File: config.mk
export PLATFORM = sky130hd
export DESIGN_NAME = wb_scoreboard
export DESIGN_NICKNAME = d
export VERILOG_FILES = /design/src/rtl/wb_scoreboard.sv
export SDC_FILE = /design/constraint.sdc
export NUM_CORES = 1
export LEC_CHECK = 0
export CORE_UTILIZATION = 30
export CTS_CLUSTER_SIZE = 24
export DETAILED_ROUTE_END_ITERATION = 7
export GPL_TIMING_DRIVEN = 0
export SYNTH_ARGS = -nofsm -noshare
export SYNTH_HDL_FRONTEND = slang
export SYNTH_SLANG_ARGS = --single-unit
File: constraint.sdc
create_clock -name clk -period 9.15 [get_ports clk]
set_input_delay 2.745 -clock clk [delete_from_list [all_inputs] [get_ports clk]]
set_output_delay 2.745 -clock clk [all_outputs]
set_load 0.1 [all_outputs]
File: src/rtl/wb_scoreboard.sv
// In-order scoreboard for long-latency ops: FIFO of pending rd, busy map for RAW/WAW
// stalls, and a one-cycle registered writeback port into the regfile.
module wb_scoreboard #(
  parameter int DEPTH  = 4,
  parameter int PTR_W  = 2,
  parameter int CNT_W  = 3,
  parameter int DATA_W = 32
) (
  input  logic              clk,
  input  logic              rst,
  input  logic              issue_valid,
  input  logic [4:0]        issue_rd,
  output logic              issue_ready,
  input  logic              res_valid,
  input  logic [DATA_W-1:0] res_data,
  input  logic [4:0]        id_rs1_raddr,
  input  logic [4:0]        id_rs2_raddr,
  input  logic [4:0]        id_rd_waddr,
  output logic              hazard_stall,
  output logic              sb_wb_valid,
  output logic [4:0]        sb_rd_waddr,
  output logic [DATA_W-1:0] sb_rd_wdata,
  output logic              exe_wb_hold,
  output logic [CNT_W-1:0]  pending_cnt,
  output logic              sb_err
);

  logic [4:0]        fifo [DEPTH];
  logic [PTR_W-1:0]  wptr, rptr;
  logic [CNT_W-1:0]  cnt;
  logic [31:0]       busy, busy_nxt;
  logic              push, pop;
  logic [4:0]        head_rd;
  logic              vld_p1;
  logic [4:0]        rd_p1;
  logic [DATA_W-1:0] data_p1;

  // A register is blocking unless it is x0 or is being written back right now
  // (the regfile bypasses its write port to the read ports).
  function automatic logic bz(input logic [31:0] b, input logic wv,
                              input logic [4:0] wa, input logic [4:0] r);
    return b[r] && !(wv && (wa == r)) && (r != 5'd0);
  endfunction

  assign head_rd     = fifo[rptr];
  assign issue_ready = !rst && ((cnt < CNT_W'(DEPTH)) || res_valid);
  assign push        = issue_valid && issue_ready;
  assign pop         = !rst && res_valid && (cnt != '0);

  assign hazard_stall = !rst && (bz(busy, vld_p1, rd_p1, id_rs1_raddr) ||
                                 bz(busy, vld_p1, rd_p1, id_rs2_raddr) ||
                                 bz(busy, vld_p1, rd_p1, id_rd_waddr));

  // Clear of the committing rd first, so a same-cycle re-issue of it keeps it busy.
  always_comb begin
    busy_nxt = busy;
    if (vld_p1) busy_nxt[rd_p1] = 1'b0;
    if (push && (issue_rd != 5'd0)) busy_nxt[issue_rd] = 1'b1;
  end

  always_ff @(posedge clk) begin
    if (push) fifo[wptr] <= issue_rd;
  end

  // Stage p0 -> p1: pop the head and register the writeback
  always_ff @(posedge clk) begin
    if (rst) begin
      wptr    <= '0;
      rptr    <= '0;
      cnt     <= '0;
      busy    <= '0;
      sb_err  <= 1'b0;
      vld_p1  <= 1'b0;
      rd_p1   <= '0;
      data_p1 <= '0;
    end else begin
      if (push) wptr <= wptr + PTR_W'(1);
      if (pop)  rptr <= rptr + PTR_W'(1);
      case ({push, pop})
        2'b10:   cnt <= cnt + CNT_W'(1);
        2'b01:   cnt <= cnt - CNT_W'(1);
        default: cnt <= cnt;
      endcase
      busy <= busy_nxt;
      if (res_valid && (cnt == '0)) sb_err <= 1'b1;
      vld_p1  <= pop && (head_rd != 5'd0);
      rd_p1   <= pop ? head_rd : 5'd0;
      data_p1 <= (pop && (head_rd != 5'd0)) ? res_data : '0;
    end
  end

  assign sb_wb_valid = vld_p1;
  assign exe_wb_hold = vld_p1;
  assign sb_rd_waddr = rd_p1;
  assign sb_rd_wdata = data_p1;
  assign pending_cnt = cnt;

endmodule

==> After elaboration in Yosys (flattened, before gate mapping) <==
Memory sizes are Yosys's and may differ from the RTL's. A register that Yosys moved wholly into a read port is not among the register bits.
Index checks and enable logic that the tools add are counted.
{ "totals": {"ram_bits": 20, "output_inout_bits": 45, "register_bits": 78, "rom_bits": 0, "input_bits": 56, "latch_bits": 0, "memories": 1} }
{ "memory_table": {"columns": ["memory", "depth", "word_bits", "read_ports", "rd_clocked_by_memory_dff", "write_ports", "line_no", "source"], "rows": [
  ["fifo", 4, 5, 1, 1, 1, "28", "logic [4:0] fifo [DEPTH];"]
]} }
{ "op_classes": {"n_eq_ne": 5, "n_reduce_logical": 36, "n_div": 0, "n_mul": 0, "muxes": 17, "shifts": 0, "n_lt_le_gt_ge": 8, "bitwise_logic": 5, "n_addsub": 4} }
{ "ops": {"columns": ["cell", "count"], "rows": [
  ["32-bit 2-to-1 mux", 2],
  ["32-bit AND", 1],
  ["32-bit NOT", 1],
  ["32-bit bitwise OR", 1],
  ["5-bit by 6-bit less-than comparator with 1-bit output, second input constant", 5],
  ["5-bit nonzero test", 5],
  ["1-bit logical AND", 19],
  ["1-bit binary-select mux with 5-bit select", 3],
  ["5-bit equality test", 3],
  ["1-bit demux with 5-bit select", 2],
  ["5-bit by 1-bit greater-or-equal comparator with 1-bit output, second input constant", 2],
  ["1-bit 2-to-1 mux", 7],
  ["3-bit case mux with 2 select lines", 1],
  ["2-bit by 1-bit adder with 2-bit output, second input constant", 2],
  ["1-bit zero test", 4],
  ["2-bit 2-to-1 mux", 2],
  ["2-bit OR reduction", 2],
  ["3-bit by 1-bit adder with 3-bit output, second input constant", 1],
  ["3-bit zero test", 1],
  ["1-bit logical OR", 3],
  ["3-bit less-than comparator, second input constant", 1],
  ["3-bit nonzero test", 1],
  ["3-bit by 1-bit subtractor with 3-bit output, second input constant", 1],
  ["2-bit by 1-bit equality test with 1-bit output, second input constant", 1],
  ["other kinds (3)", 4]
]} }

==> Logic depth before layout (Yosys ltp) <==
{ "depth": {"word_depth": 9, "mapped_depth": 10} }

==> Least setup slack after synthesis <==
Ideal clock, no wire load.
{ "synth_timing": {"path_kind": "input -> output", "from": "in id_rs2_raddr[1]", "to": "out hazard_stall", "path_buffers": 1, "stages": 7, "arrival_ps": 4631, "slack_ps": 1774, "cell_sequence": "buf_1 -> mux4_2 -> nor3_1 -> a31oi_1 -> nand4_1 -> a21oi_1 -> a211o_1"} }
{ "synth_between": {"elab_chain_len": 8} }
{ "synth_lines": {"columns": ["element", "line_no", "source"], "rows": [
  ["start, declared", "17", "input logic [4:0] id_rs2_raddr,"],
  ["parallel branches: the longest is 4 deep, another holds 1-bit binary-select mux with 5-bit select", null, null],
  ["1-bit logical AND (*)", "42", "return b[r] && !(wv && (wa == r)) && (r != 5'd0);"],
  ["1-bit logical OR (*)", "50", "assign hazard_stall = !rst && (bz(busy, vld_p1, rd_p1, id_rs1_raddr) ||"],
  ["1-bit logical OR (*)", "51", "bz(busy, vld_p1, rd_p1, id_rs2_raddr) ||"],
  ["1-bit logical AND (*)", "50", null],
  ["end, declared", "19", "output logic hazard_stall,"]
]} }
Mark *: on every way between the ends. The select of a mux whose other input is x is not followed.

==> Final worst setup path <==
Ends and elaborated chain as after synthesis.

==> out/results.tsv <==
stage	metric	value	unit
sta	max_slew headroom	32.8	%
global_route	All-Layer GR Usage	15.0	%
sta	Slew @ Worst Pin	1.00	ns
cells_and_area	layout cell share with drive strength beyond 1	15.0	%
critical_path	CP Buf/Inv Count	3	
cells_and_area	nets	590	
critical_path	Worst path max stage delay	0.96	ns
run_status	status	finished clean	
critical_path	Worst setup EP type	output pin	
cts	Clk Tree Root Cell	clkbuf_16	
placement	GPL Wtd Cong	0.815	
critical_path	reg-to-reg slack, setup	6.80	ns
drt	wire length per cell	16.1	um
yosys	post-synthesis mux area share	14.7	%
drt	first drt pass iteration count	4	
min_path	Worst Hold Path EP	sb_err	
yosys	top_reg_cell synth	dfxtp_1	
sta	Final Hold Violating Endpoints	0	
power	Clock Power Share	32.9	%
drt	met2 wire length	5.39	mm
critical_path	kind of critical path	in -> out	
cts	Hold Buf Count CTS	0	
critical_path	CP cell instances	clkdlybuf4s50_1 -> buf_1 -> mux4_2 -> nor3_1 -> a31oi_1 -> nand4_1 -> a21oi_1 -> a211o_1 -> clkdlybuf4s50_1	
yosys	Post-Synth Simple-Gate Area	18.5	%
sta	Setup Viol. Count Final	0	
cells_and_area	ANT cells	0	
yosys	Yosys Warn Count	0	
sta	Clock Skew	0.00716	ns
power	maximum vdd ir drop	0.0882	mV
cts	TritonCTS clock tree	done	
die	Top Ports	101	
cts	Clock transition at path regs	0.06	ns
drt	M1 wire length	5.09	mm
yosys	top cell type's share of synthesized area	34.4	%
critical_path	RR Startpoint	pending_cnt[2]	
drt	via count	3574	
sta	Slew Viols, Final	0	
critical_path	CP max stage cell	clkdlybuf4s50_1	
yosys	post-synth top area cell	dfxtp_1	
yosys	synth unique cells	48	
power	Sw Pwr	299	uW
yosys	flop and latch count out of synthesis	99	
cts	Num Clock Sinks	99	
drt	Via density	4.98	
drt	DRC viols	0	
die	row cnt	44	
power	Sw Ratio	29.4	%
global_route	largest net degree at the start of global routing	16	
sta	FMAX	115	MHz
drt	Detail Route met3 WL	912	um
yosys	Async S/R FF share, synth	0	%
min_path	Worst Hold Launch	sb_err	
yosys	synth top area cells	dfxtp_1, edfxtp_1, mux4_2	
cts	Clock Tree Buf Depth	2	
cts	clock latency on the worst-skew pair	0.34	ns
yosys	Synth Area in Compound Gates	10.3	%
drt	Iter 0 DRT Violations	195	
yosys	most frequent cell after synthesis	dfxtp_1	
placement	DP Area	5770	um2
cts	H-tree depth	3	
die	Die Y-Extent	126	um
placement	PortBufs	94	
critical_path	Data arrival, critical path	5.96	ns
yosys	main combinational cell family by area after synthesis	simple AND/OR/NAND/NOR gates	
power	Leak	0.00213	uW
cts	Post-CTS Resized	0	
power	Logic pwr share	20.8	%
global_route	total gr overflow	0	
die	Initial Util	31.2	%
cells_and_area	Final Util	40.9	%
cells_and_area	Area Growth Syn to Fin	31.1	%
critical_path	CP startpoint kind	primary input	
yosys	post-synthesis sequential area ratio	47.4	%
yosys	synthesized area	4600	um2
power	Power Dens Cells	168	nW/um2
yosys	Synth top cells by count	dfxtp_1, a21oi_1, nand2_1, and2_4, o21ai_0	
sta	Period Utilization, post-route	95.1	%
die	full die area	15800	um2
drt	final wirelength	11.6	mm
placement	hpwl dp	8.80	mm
sta	Tmin final	8.71	ns
yosys	syn avg cell area	10.9	um2
power	Power Total	1020	uW
die	Core Region	14800	um2
yosys	xor/xnor cell area share of the yosys netlist	3.81	%
die	Chip Width	126	um
sta	sum of negative setup slack	0	ns
drt	max layer used	met4	
min_path	worst hold path class	reg -> reg	
critical_path	family with the most delay on the worst path	buffers and inverters	
cts	CTS Buf Count	9	
critical_path	critical path peak fanout	10	
critical_path	RR Endpoint	pending_cnt[2]	
critical_path	R2R depth	9	
cells_and_area	design area	6040	um2
yosys	Post-Synth Adder-Cell Area	1.79	%
power	P_int	718	uW
run	max-cap viol count	0	
global_route	first-pass GRT wire length	18.5	mm
yosys	Syn Inst Count	423	
global_route	initial antenna violation count	0	
power	Flop pwr share	46.3	%
critical_path	Critical Path RT	6.41	ns
yosys	Net Count, Synth	485	
min_path	Hold Path Stages	2	
critical_path	most frequent CP cell	clkdlybuf4s50_1	
cts	Post-CTS Setup Bufs	0	
sta	RSZ-0062 raised after global routing	no	
yosys	Post-synth EDFFs	20	
drt	antenna viol nets, final	0	
global_route	vias in the first global route	3682	
## worst max path at each step
stage                          from            to  slack [ns]  depth (start not counted)
finish              id_rs2_raddr[1]  hazard_stall        0.44                          9
detailed placement  id_rs2_raddr[1]  hazard_stall        0.42                          9
global route        id_rs2_raddr[1]  hazard_stall        0.25                          9
floorplan           id_rs2_raddr[1]  hazard_stall        1.77                          7
global placement    id_rs2_raddr[1]  hazard_stall        0.41                          9
CTS                 id_rs2_raddr[1]  hazard_stall        0.41                          9
## cells in the final DEF, fill, tap and decap left out, drive strengths merged, types with 2 or more instances in the layout
master,count
clkinv,4
nor3b,6
buf,9
nor3,6
xnor2,4
a21oi,38
inv,8
nand3,4
nand2,38
and3,8
clkbuf,27
nor2b,4
ha,5
a221oi,2
a211oi,3
and2,38
xor2,16
o21ai,35
mux4,24
nor4,4
or3b,3
clkdlybuf4s50,94
nor2,15
dfxtp,79
mux2,4
clkinvlp,2
edfxtp,20
mux2i,9
nand3b,7
a31oi,4
or3,2
## metrics by stage
step           instances  hold slack (ns)  setup slack, ns
2_1_floorplan        423            0.470             1.77
3_3_place_gp         701            0.458            0.411
3_5_place_dp         701            0.465            0.423
4_1_cts              717            0.480            0.410
5_1_grt              717            0.535            0.255
6_report             717            0.477            0.445
## worst register-to-register path: stages (launching register included)
cell      delay (ns)
dfxtp_1         0.41
nor3_1          0.11
nand2b_1        0.19
nor2_1          0.30
ha_1            0.25
inv_1           0.06
fa_1            0.37
xor2_1          0.15
or3_1           0.30
a21oi_1         0.14
## layout make-up
class | count | area [um2]
clock inverter | 6 | 32.5
timing repair buffer | 94 | 941
inverter | 8 | 30.0
clock buffer | 10 | 229
multi-input combinational | 290 | 2260
buffer | 26 | 134
tap | 184 | 230
fill | 1443 | 8720
sequential | 99 | 2180
## power groups by stage
stage / registers, uW / logic [uW] / clock network, uW
global placement: 479 / 211 / 0
detailed placement: 480 / 213 / 0
finish: 470 / 212 / 334
CTS: 471 / 214 / 346
global route: 472 / 224 / 362
floorplan: 547 / 79.4 / 0
## routing by layer
metal / global-route usage, % / up-vias
met5: 0 / -
met4: 5.60 / 0
met3: 4.72 / 13
met2: 24.8 / 137
met1: 18.3 / 1698
li1: - / 1726
## state kept, by name (all words and copies together), names as in the netlist, 2 cells and up, named ones only
| signal | flops |
|---|---|
| sb_rd_wdata | 32 |
| busy | 31 |
| fifo | 20 |
| sb_rd_waddr | 5 |
| pending_cnt | 3 |
| rptr | 2 |
| wptr | 2 |
## logic make-up after synthesis
group                      count (synthesis)
AOI/OAI and AO/OA                         87
xor gates and xnor gates                  20
adders and majority gates                  6
buffers and inverters                     34
DFF                                       99
muxes                                     37
and+or+nand+nor                          140
Power figures use the tool's default switching activity.
==> variant (config.mk and constraints unchanged) <==
Set the parameter `CNT_W` to 6 (it was 3).
--- a/src/rtl/wb_scoreboard.sv
+++ b/src/rtl/wb_scoreboard.sv
@@ -3,7 +3,7 @@
 module wb_scoreboard #(
   parameter int DEPTH  = 4,
   parameter int PTR_W  = 2,
-  parameter int CNT_W  = 3,
+  parameter int CNT_W  = 6,
   parameter int DATA_W = 32
 ) (
   input  logic              clk,
Ports: changed (resized pending_cnt); port bits go from 101 to 104. No check against the original RTL was run, so the function may have changed too.
==> variant against the unedited design <==
  * Final cell count rose by 12%
  * Register-to-register slack got worse by 1200 ps
  * Power rose by 21%
  * Wire length rose by 11%
  * Global-route usage rose by 0.88 points
  * Sequential cell count rose by 3
  * Final area rose by 5.6%
  * Via count rose by 10%
  * Worst setup slack got worse by 73 ps
  * Synthesized area rose by 5.6%
  * Non-clock buffer count rose by 10
==> variant: results (changes against the unedited design) <==
status -> finished, final reports clean
R2R cell count -> 15 (+6)
total CTS buffers -> 9 (unchanged)
dpl hpwl -> 9658 um (+9.8%)
register area share after synthesis -> 46.14% (-1.3 points)
first-pass GRT wire length -> 20,210 um (+9.5%)
Max Cap Viol -> 0 (unchanged)
routed vias/inst -> 4.899 (-1.7%)
Mapped Cells -> 477 (+13%)
Area contributors post-synth -> dfxtp_1 (34%), edfxtp_1 (12%), mux4_2 (9.7%), and2_1 (4.8%), a21oi_1 (3.9%)
placed cells -> 789 (+13%)
Fillers -> 1,578 (+9.4%)
Async S/R FF share, synth -> 0% (unchanged)
Yosys cell types -> 52 (+8.3%)
clk buf depth -> 2 (unchanged)
Warnings, synthesis -> 0 (unchanged)
Wirelength per Cell -> 15.89 um (-1.5%)
post-cts resize count -> 0 (unchanged)
Tightest Hold Check Type -> reg2reg
initial drt markers -> 182 (-6.7%)
initial antenna violation count -> 0 (unchanged)
Main synth FF type -> dfxtp_1
critical path peak fanout -> 10 (unchanged)
max reg flops -> 32 (unchanged)
Lkg Pwr -> 2.229 nW (+4.7%)
Port Buf Inserts -> 96 (+2.1%)
fraction of layout cells with a size suffix above 1 -> 11.04% (-4.0 points)
worst skew pair latency -> 340 ps (about the same)
GRT Util Overall -> 15.87% (+0.88 points)
post-CTS setup buffers -> 0 (unchanged)
largest net degree at the start of global routing -> 18 (+2)
Synthesized Nets -> 540 (+11%)
Slew HR -> 32.62% (-0.22 points)
Post-synth top cells -> dfxtp_1 (82), nand2_1 (43), a21oi_1 (38)
Clock transition at path regs -> 70 ps
ANT cells -> 0 (unchanged)
CP delay by family, top -> buffers and inverters
vias in the first global route -> 3,929 (+6.7%)
VDD IR max -> 0.1231 mV (+40%)
htree depth -> 3 (unchanged)
slowest stage cell, crit path -> clkdlybuf4s50_1
Root Driver -> clkbuf_16
TritonRoute pass-1 iters -> 5 (+1)
Layout Cells excl Fill -> 805 (+12%)
worst hold stages -> 2 (unchanged)
max incr delay on CP -> 1150 ps (+190 ps)
Final Skew -> 8.251 ps (+1.094 ps)
GPL Wtd Cong -> 0.8996 (+10%)
number of synthesized flops with an enable pin -> 20 (unchanged)
# nets final -> 647 (+9.7%)
## variant: cell count changes in the layout (fill, tap and decap cells not counted), sizes merged, moves of 4 or more
cell / delta
nand3: +8
clkbuf: +7
nand2: +5
nand2b: +5
nor2b: +5
mux2i: +4
nor2: +4
## variant: metrics by stage
stage / power, mW / worst slack [ps] / hold WS, ps / instance area (sq um)
detailed placement: 0.8749 / 357.7 / 459.0 / 6091
finish: 1.226 / 371.7 / 483.4 / 6371
CTS: 1.238 / 350.7 / 490.9 / 6371
floorplan: 0.7737 / 810.9 / 470.1 / 4860
global placement: 0.8715 / 393.5 / 462.3 / 6091
global route: 1.276 / 130.2 / 538.8 / 6371
## variant: kinds of logic after synthesis
kind of cell	synth area share, %
simple gates	18.72
flops	46.14
compound gates	11.95
mux	14.03
buf+inv	3.399
xor+xnor	3.965
fa+ha+maj	1.802
## variant: worst paths after layout
| kind | slack, ps | start | end |
|---|---|---|---|
| max | 370 | id_rs1_raddr[1] | hazard_stall |
| min | 480 | sb_err | sb_err |
| max reg2reg | 5590 | pending_cnt[3] | pending_cnt[4] |
| min reg2reg | 480 | sb_err | sb_err |
## variant: cell type report
class / count / area [sq um] / share of cell area (%)
multi-input combinational: 335 / 2452 / 38.49
sequential: 102 / 2242 / 35.19
timing repair buffer: 96 / 960.9 / 15.08
tap: 216 / 270.3 / 4.242
clock buffer: 10 / 239.0 / 3.751
buffer: 34 / 142.6 / 2.239
clock inverter: 6 / 41.29 / 0.6481
inverter: 6 / 22.52 / 0.3535
## variant: power by group
group / internal (mW) / switching [mW]
clock network: 0.193 / 0.170
registers: 0.485 / 0.0168
logic: 0.109 / 0.252
total: 0.787 / 0.439
## variant: worst min-delay path: stages (launching register included)
cell	delay, ps
dfxtp_1	330
a21oi_1	40
nor2_1	70
## variant: metal layers
layer | vias to the layer above | GRT usage, % | part of all wire (%)
met3 | 19 | 5.244 | 8.0
met2 | 150 | 25.62 | 45
met1 | 1866 | 19.68 | 45
met4 | 0 | 5.882 | 1.8
met5 | - | 0 | 0
li1 | 1909 | - | -
